File: src/rtl/rv_multicycle_ctrl.sv
// -----------------------------------------------------------------------------
// rv_multicycle_ctrl
//   Control FSM for a multi-cycle RV32I datapath. One memory port is shared by
//   instruction fetch and data access. Each instruction walks through fetch,
//   decode, execute, memory and writeback steps. The FSM handshakes with the
//   memory port, counts retired instructions and halts for good on an
//   unsupported opcode.
//
// Ports
//   clk, rst_n   : clock (rising edge), asynchronous active-low reset
//   run          : level enable; sampled in IDLE and when an instruction retires
//   instr        : IR contents (opcode [6:0], funct3 [14:12])
//   zero         : ALU zero flag, used by BEQ/BNE
//   mem_ready    : memory completes the pending request this cycle
//   mem_req/mem_we/iord          : memory request, write strobe, address select
//   ir_write/pc_write/pc_src     : IR load, PC load and PC source select
//   reg_write/mem_to_reg         : register file write and writeback source
//   alu_src_a/alu_src_b/alu_op   : ALU operand selects and operation class
//   state_o      : current state encoding
//   halted       : high while parked in HALT after an illegal instruction
//   retire_cnt   : retired-instruction counter, wraps at 2^CNT_W
// -----------------------------------------------------------------------------
module rv_multicycle_ctrl #(
  parameter int CNT_W = 32
) (
  input  logic             clk,
  input  logic             rst_n,
  input  logic             run,
  input  logic [31:0]      instr,
  input  logic             zero,
  input  logic             mem_ready,
  output logic             mem_req,
  output logic             mem_we,
  output logic             iord,
  output logic             ir_write,
  output logic             pc_write,
  output logic             pc_src,
  output logic             reg_write,
  output logic             mem_to_reg,
  output logic [1:0]       alu_src_a,
  output logic [1:0]       alu_src_b,
  output logic [1:0]       alu_op,
  output logic [3:0]       state_o,
  output logic             halted,
  output logic [CNT_W-1:0] retire_cnt
);

  typedef enum logic [3:0] {
    S_IDLE     = 4'd0,
    S_FETCH    = 4'd1,
    S_DECODE   = 4'd2,
    S_MEM_ADDR = 4'd3,
    S_MEM_RD   = 4'd4,
    S_MEM_WB   = 4'd5,
    S_MEM_WR   = 4'd6,
    S_EXEC_R   = 4'd7,
    S_EXEC_I   = 4'd8,
    S_ALU_WB   = 4'd9,
    S_BRANCH   = 4'd10,
    S_HALT     = 4'd11
  } state_t;

  localparam logic [6:0] OP_LOAD   = 7'b0000011;
  localparam logic [6:0] OP_STORE  = 7'b0100011;
  localparam logic [6:0] OP_R      = 7'b0110011;
  localparam logic [6:0] OP_I      = 7'b0010011;
  localparam logic [6:0] OP_BRANCH = 7'b1100011;

  state_t           state_q, state_d;
  logic [CNT_W-1:0] retire_cnt_q, retire_cnt_d;
  logic             retire;

  logic [6:0] opcode;
  logic [2:0] funct3;
  assign opcode = instr[6:0];
  assign funct3 = instr[14:12];

  // Operand fields are consumed by the datapath, not by the controller.
  logic unused_instr_bits;
  assign unused_instr_bits = ^{instr[31:15], instr[11:7]};

  always_comb begin
    // NOTE: every signal written here gets a default first, so no path through
    // the case statement can leave one unassigned and infer a latch.
    state_d    = state_q;
    retire     = 1'b0;
    mem_req    = 1'b0;
    mem_we     = 1'b0;
    iord       = 1'b0;
    ir_write   = 1'b0;
    pc_write   = 1'b0;
    pc_src     = 1'b0;
    reg_write  = 1'b0;
    mem_to_reg = 1'b0;
    alu_src_a  = 2'b00;
    alu_src_b  = 2'b00;
    alu_op     = 2'b00;
    halted     = 1'b0;

    unique case (state_q)
      S_IDLE: begin
        if (run) state_d = S_FETCH;
      end
      S_FETCH: begin
        // PC+4 is computed by the ALU every fetch cycle; IR and PC only load
        // on the cycle the memory actually returns the instruction.
        mem_req   = 1'b1;
        alu_src_b = 2'b01;
        if (mem_ready) begin
          ir_write = 1'b1;
          pc_write = 1'b1;
          state_d  = S_DECODE;
        end
      end
      S_DECODE: begin
        // Old PC + imm lands in ALUOut as the speculative branch target.
        alu_src_a = 2'b10;
        alu_src_b = 2'b10;
        if (opcode == OP_LOAD || opcode == OP_STORE) state_d = S_MEM_ADDR;
        else if (opcode == OP_R)                     state_d = S_EXEC_R;
        else if (opcode == OP_I)                     state_d = S_EXEC_I;
        else if (opcode == OP_BRANCH && (funct3 == 3'b000 || funct3 == 3'b001))
                                                     state_d = S_BRANCH;
        else                                         state_d = S_HALT;
      end
      S_MEM_ADDR: begin
        alu_src_a = 2'b01;
        alu_src_b = 2'b10;
        state_d   = (opcode == OP_LOAD) ? S_MEM_RD : S_MEM_WR;
      end
      S_MEM_RD: begin
        mem_req = 1'b1;
        iord    = 1'b1;
        if (mem_ready) state_d = S_MEM_WB;
      end
      S_MEM_WB: begin
        reg_write  = 1'b1;
        mem_to_reg = 1'b1;
        retire     = 1'b1;
      end
      S_MEM_WR: begin
        mem_req = 1'b1;
        mem_we  = 1'b1;
        iord    = 1'b1;
        retire  = mem_ready;
      end
      S_EXEC_R: begin
        alu_src_a = 2'b01;
        alu_op    = 2'b10;
        state_d   = S_ALU_WB;
      end
      S_EXEC_I: begin
        alu_src_a = 2'b01;
        alu_src_b = 2'b10;
        alu_op    = 2'b10;
        state_d   = S_ALU_WB;
      end
      S_ALU_WB: begin
        reg_write = 1'b1;
        retire    = 1'b1;
      end
      S_BRANCH: begin
        alu_src_a = 2'b01;
        alu_op    = 2'b01;
        pc_src    = 1'b1;
        pc_write  = ((funct3 == 3'b000) && zero) || ((funct3 == 3'b001) && !zero);
        retire    = 1'b1;
      end
      S_HALT: begin
        halted = 1'b1;
      end
      default: begin
        state_d = S_IDLE;
      end
    endcase

    // Retirement is the only point where run=0 takes effect mid-stream.
    retire_cnt_d = retire_cnt_q;
    if (retire) begin
      retire_cnt_d = retire_cnt_q + CNT_W'(1);
      state_d      = run ? S_FETCH : S_IDLE;
    end
  end

  // NOTE: state flops use non-blocking assignments so every flop samples the
  // values from before the edge, independent of statement order.
  always_ff @(posedge clk or negedge rst_n) begin
    if (!rst_n) begin
      state_q      <= S_IDLE;
      retire_cnt_q <= '0;
    end else begin
      state_q      <= state_d;
      retire_cnt_q <= retire_cnt_d;
    end
  end

  assign state_o    = state_q;
  assign retire_cnt = retire_cnt_q;

endmodule
File: config.mk
export PLATFORM = sky130hd
export DESIGN_NAME = rv_multicycle_ctrl
export DESIGN_NICKNAME = d
export VERILOG_FILES = /design/src/rtl/rv_multicycle_ctrl.sv
export SDC_FILE = /design/constraint.sdc
export NUM_CORES = 1
export LEC_CHECK = 0
export CORE_ASPECT_RATIO = 1.75
export CORE_MARGIN = 5
export CORE_UTILIZATION = 41
export DETAILED_ROUTE_END_ITERATION = 10
export PLACE_DENSITY = 0.8
export SKIP_CTS_REPAIR_TIMING = 1
export SLEW_MARGIN = 20
export SYNTH_ARGS = -nofsm -noshare
export SYNTH_HDL_FRONTEND = slang
export SYNTH_SLANG_ARGS = --single-unit
export TNS_END_PERCENT = 100
File: constraint.sdc
create_clock -name clk -period 2.3 [get_ports clk]
set_clock_uncertainty 0.2 [all_clocks]
set_input_delay 0.69 -clock clk [delete_from_list [all_inputs] [get_ports clk]]
set_output_delay 0.69 -clock clk [all_outputs]
set_load 0.01 [all_outputs]
==> Word-level counts from Yosys, hierarchy flattened <==
Cells that the tools add are included.
{ "op_classes": {"n_addsub": 1, "multipliers": 0, "n_div": 0, "magnitude_cmp": 0, "eq_ne": 21, "shift": 0, "muxes": 25, "bitwise_logic": 0, "reduce_logical": 18} }
{ "op_table": {"columns": ["operator", "n"], "rows": [
  ["$add 32x1->32 const B", 1],
  ["$pmux 4 s7", 1],
  ["$mux 4", 6],
  ["$eq 4x3->1 const B", 4],
  ["$eq 4x4->1 const B", 4],
  ["$eq 7x6->1 const B", 2],
  ["$pmux 2 s2", 3],
  ["$mux 1", 11],
  ["$ne 3x3->1 const B", 3],
  ["$reduce_or 3->1", 3],
  ["$eq 4x2->1 const B", 2],
  ["$eq 7x2->1 const B", 1],
  ["$eq 7x5->1 const B", 1],
  ["$eq 7x7->1 const B", 1],
  ["$reduce_or 2->1", 3],
  ["$reduce_or 5->1", 1],
  ["$eq 4x1->1 const B", 1],
  ["$logic_not 4->1", 1],
  ["$mux 2", 2],
  ["$pmux 1 s2", 2],
  ["$reduce_and 4->1", 1],
  ["$reduce_or 4->1", 1],
  ["$eq 3x1->1 const B", 1],
  ["$logic_and 1x1->1", 3],
  ["4 further kinds", 6]
]} }
{ "totals": {"register_bits": 36, "latchBits": 0, "ram_bits": 0, "mem_bits_ro": 0, "input_bits": 37, "wordCells": 67, "n_memories": 0} }

==> Longest topological paths before layout <==
{ "logic_depth": {"ltp_word": 9, "depth_mapped": 6, "depth_no_buf": 5} }

==> Worst setup path after synthesis <==
Ideal clock, no wire load.
{ "synth_path": {"path_kind": "reg-to-output", "start": "register state_q[0] (netlist: state_o[0])", "end": "output pc_write", "t_arrival_ps": 1496, "required_time_ps": 1410, "setup_slack_ps": -86, "path_stages_with_launch": 5, "n_path_buf": 1, "path_cell_list": "dfrtp_1 -> clkbuf_1 -> nand2b_1 -> nor4_1 -> a31o_2"} }
{ "synth_via": {"elab_chain_len": 2} }
{ "synth_rtl": {"columns": ["element", "line_no", "source"], "rows": [
  ["start, declared", "69", "state_t state_q, state_d;"],
  ["start signal, assigned", "192", "state_q <= state_d;"],
  ["$eq 4x4->1 or $eq 4x1->1 (tied branches)", "100", "unique case (state_q)"],
  ["$pmux 1 s2 (*)", "100", null],
  ["end, declared", "36", "output logic pc_write,"]
]} }
Mark *: on every way between the ends. The rest lies on a longest branch, timed or not.

==> Worst setup path after layout <==
{ "layout_path": {"start": "input instr[12]", "end": "output pc_write"} }
{ "layout_via": {"elab_chain_len": 4} }
{ "layout_rtl": {"columns": ["element", "line_no", "source"], "rows": [
  ["start, declared", "29", "input logic [31:0] instr,"],
  ["$eq 3x1->1 or $logic_not 3->1 (tied branches)", "166", "pc_write = ((funct3 == 3'b000) && zero) || ((funct3 == 3'b001) && !zero);"],
  ["$logic_and 1x1->1", "166", null],
  ["$logic_or 1x1->1 (*)", "166", null],
  ["$pmux 1 s2 (*)", "100", null]
]} }
Marks and branches as above.

==> results.json <==
{
  "whs_endpoint": "retire_cnt[11]",
  "worstSetupPathType": "in -> out",
  "syn_inst": 201,
  "n_antenna_cell": 0,
  "arrival_ns": 1.63,
  "ir_worst_vdd_mv": 0.918,
  "first_pass_iters": 4,
  "finalSetupViolations": 15,
  "route.vias.total": 1989,
  "post-place-ws_ns": -0.803,
  "hp-start": "retire_cnt[11]",
  "grt_pass1_vias": 2023,
  "maxClockFrequency_mhz": 396,
  "powerDensity_mw_per_mm2": 900,
  "dp.final_hpwl_um": 4190,
  "seq_area_frac_synth_pct": 47.2,
  "ys_ff_latch": 36,
  "setup_slack_ns": -0.223,
  "hold_depth": 1,
  "cts_tree": "built",
  "worst_slew_pin_slew_ns": 0.455,
  "grt_pass1_wl_um": 8850,
  "cp-end-kind": "output port",
  "post-route-min-period_ns": 2.52,
  "status": "complete, but fails checks",
  "post_synth.cell_area_avg_um2": 9.51,
  "fp.dieArea_mm2": 0.00618,
  "drtAntennaViolNets": 0,
  "final_cell_area_mm2": 0.00334,
  "dpl_cell_area_mm2": 0.00291,
  "synthTopCellsByArea": "dfrtp_1 (47%), xnor2_1 (11%), nand2_1 (5.1%)",
  "ys_warn_count": 0,
  "fin_nets": 357,
  "worstReg2RegEnd": "retire_cnt[30]",
  "fp-row-count": 33,
  "rsz0062_at_grt": "yes",
  "synthToLayoutAreaGrowth_pct": 74.8,
  "drv_slew": 0,
  "die_w_um": 61.6,
  "htreeDepth": 2,
  "portBuffers": 65,
  "synth_top_area_share_pct": 47.2,
  "clockRootBuffer": "clkbuf_8",
  "drt_wl_total_um": 6000,
  "drt_iter0_drc": 97,
  "grt_antenna_before_repair": 0,
  "hold_ws_ns": 0.291,
  "mostFrequentLayoutCell": "clkdlybuf4s50_1",
  "hold_path.class": "reg -> reg",
  "worstReg2RegStart": "state_o[3]",
  "nFillCells": 331,
  "grt_max_degree": 37,
  "path_clk_slew_ns": 0.07,
  "dieHeight_um": 100,
  "gr-total-overflow": 0,
  "cts_sinks": 36,
  "critPathMaxFanout": 1,
  "vias_per_cell": 5.35,
  "layout_common_cells": "clkdlybuf4s50_1 (45), buf_4 (41), dfrtp_1 (32)",
  "drive_above_1_share_pct": 35.3,
  "post-route-period-util_pct": 110,
  "num_io_pins": 88,
  "core_mm2": 0.00462,
  "cts_buffer_depth": 2,
  "synth_area_mm2": 0.00191,
  "initial_core_util_pct": 41.3,
  "yosys.area.top_type": "dfrtp_1",
  "maxCapViolations": 0,
  "reg2reg_depth": 8,
  "relSlewSlack_pct": 69.6,
  "r2r_slack_ns": -0.09,
  "synth_cell_types": 34,
  "routedWlPerCell_um": 16.1,
  "grt_usage_pct": 18.5,
  "failed_checks": "negative setup slack",
  "syn_nets": 239,
  "start_kind": "primary input",
  "p_leak_nw": 1.63,
  "drc": 0,
  "gp_congestion": 0.866,
  "final_hold_viol_count": 0,
  "cp_data_required_time_ns": 1.41,
  "cts_inserted_buffers": 5,
  "clk_latency_ns": 0.29
}
[cell families after synthesis]
family          synth area share [%]
simple gates                    26.5
flops                           47.2
xor+xnor                        15.6
compound gates                  6.94
buf+inv                         2.10
mux                             1.11
fa+ha+maj                      0.655
[worst max-delay path, stage by stage]
cell and delay, ns:
clkdlybuf4s50_1 0.41, xor2_1 0.16, a31o_2 0.25, clkbuf_2 0.12
[worst max-delay path by stage]
stage                     to  cells after the start  slack, ns  startpoint
finish              pc_write                      4      -0.22   instr[12]
global route        pc_write                      4      -0.26   instr[12]
CTS                 pc_write                      5      -0.82   mem_ready
detailed placement  pc_write                      5      -0.80   mem_ready
global placement    pc_write                      5      -0.74   mem_ready
floorplan            mem_req                      4       0.04  state_o[0]
[cells in the mapped netlist, drive strengths merged]
cell type / number
a211o: 1
nor3: 11
inv: 5
xnor2: 23
o21ai: 3
dfrtp: 36
buf: 2
nor4bb: 1
o41ai: 1
and3: 12
nor2: 20
nor4: 2
and2: 1
a311oi: 2
o22ai: 2
and3b: 1
nand2b: 4
or2: 1
a31o: 1
nand4: 9
clkbuf: 3
a221o: 1
o2bb2ai: 1
nor3b: 1
mux2: 1
nand3: 9
nand3b: 1
ha: 1
nand2: 26
xor2: 11
a21oi: 5
mux2i: 1
and4: 2
[power breakdown]
group          internal (mW)  switching, mW  leakage, nW
clock network          0.321          0.232       0.0541
registers              0.711          0.101        0.478
logic                  0.892          0.750         1.10
[state kept, by name, indices dropped and copies added (netlist names)]
register and flops:
retire_cnt 32, state_o 4
[metal layers]
metal	share of wire [%]	track usage, %
met1	34	18.6
met2	57	33.0
met3	7.0	5.66
met4	2.2	8.33
met5	0	0
[stage by stage]
stage          total power, mW  util, %  std cells  setup TNS (ns)
2_1_floorplan             1.35        -        201               0
3_3_place_gp              2.11     63.0        353          -12.91
4_1_cts                   2.68     65.4        361           -9.05
5_1_grt                   3.16     72.2        372           -3.04
6_report                  3.01     72.2        372          -0.758
3_5_place_dp              2.13     63.0        353          -14.03
[area by class of cell]
| class | instances | area (µm²) | area share [%] |
|---|---|---|---|
| clock buffer | 5 | 68.8 | 2.06 |
| clock inverter | 3 | 42.5 | 1.27 |
| inverter | 5 | 21.3 | 0.637 |
| multi-input combinational | 155 | 1160 | 34.9 |
| sequential | 36 | 906 | 27.1 |
| tap | 52 | 65.1 | 1.95 |
| timing repair buffer | 116 | 1070 | 32.1 |
Power figures use the tool's default switching activity.
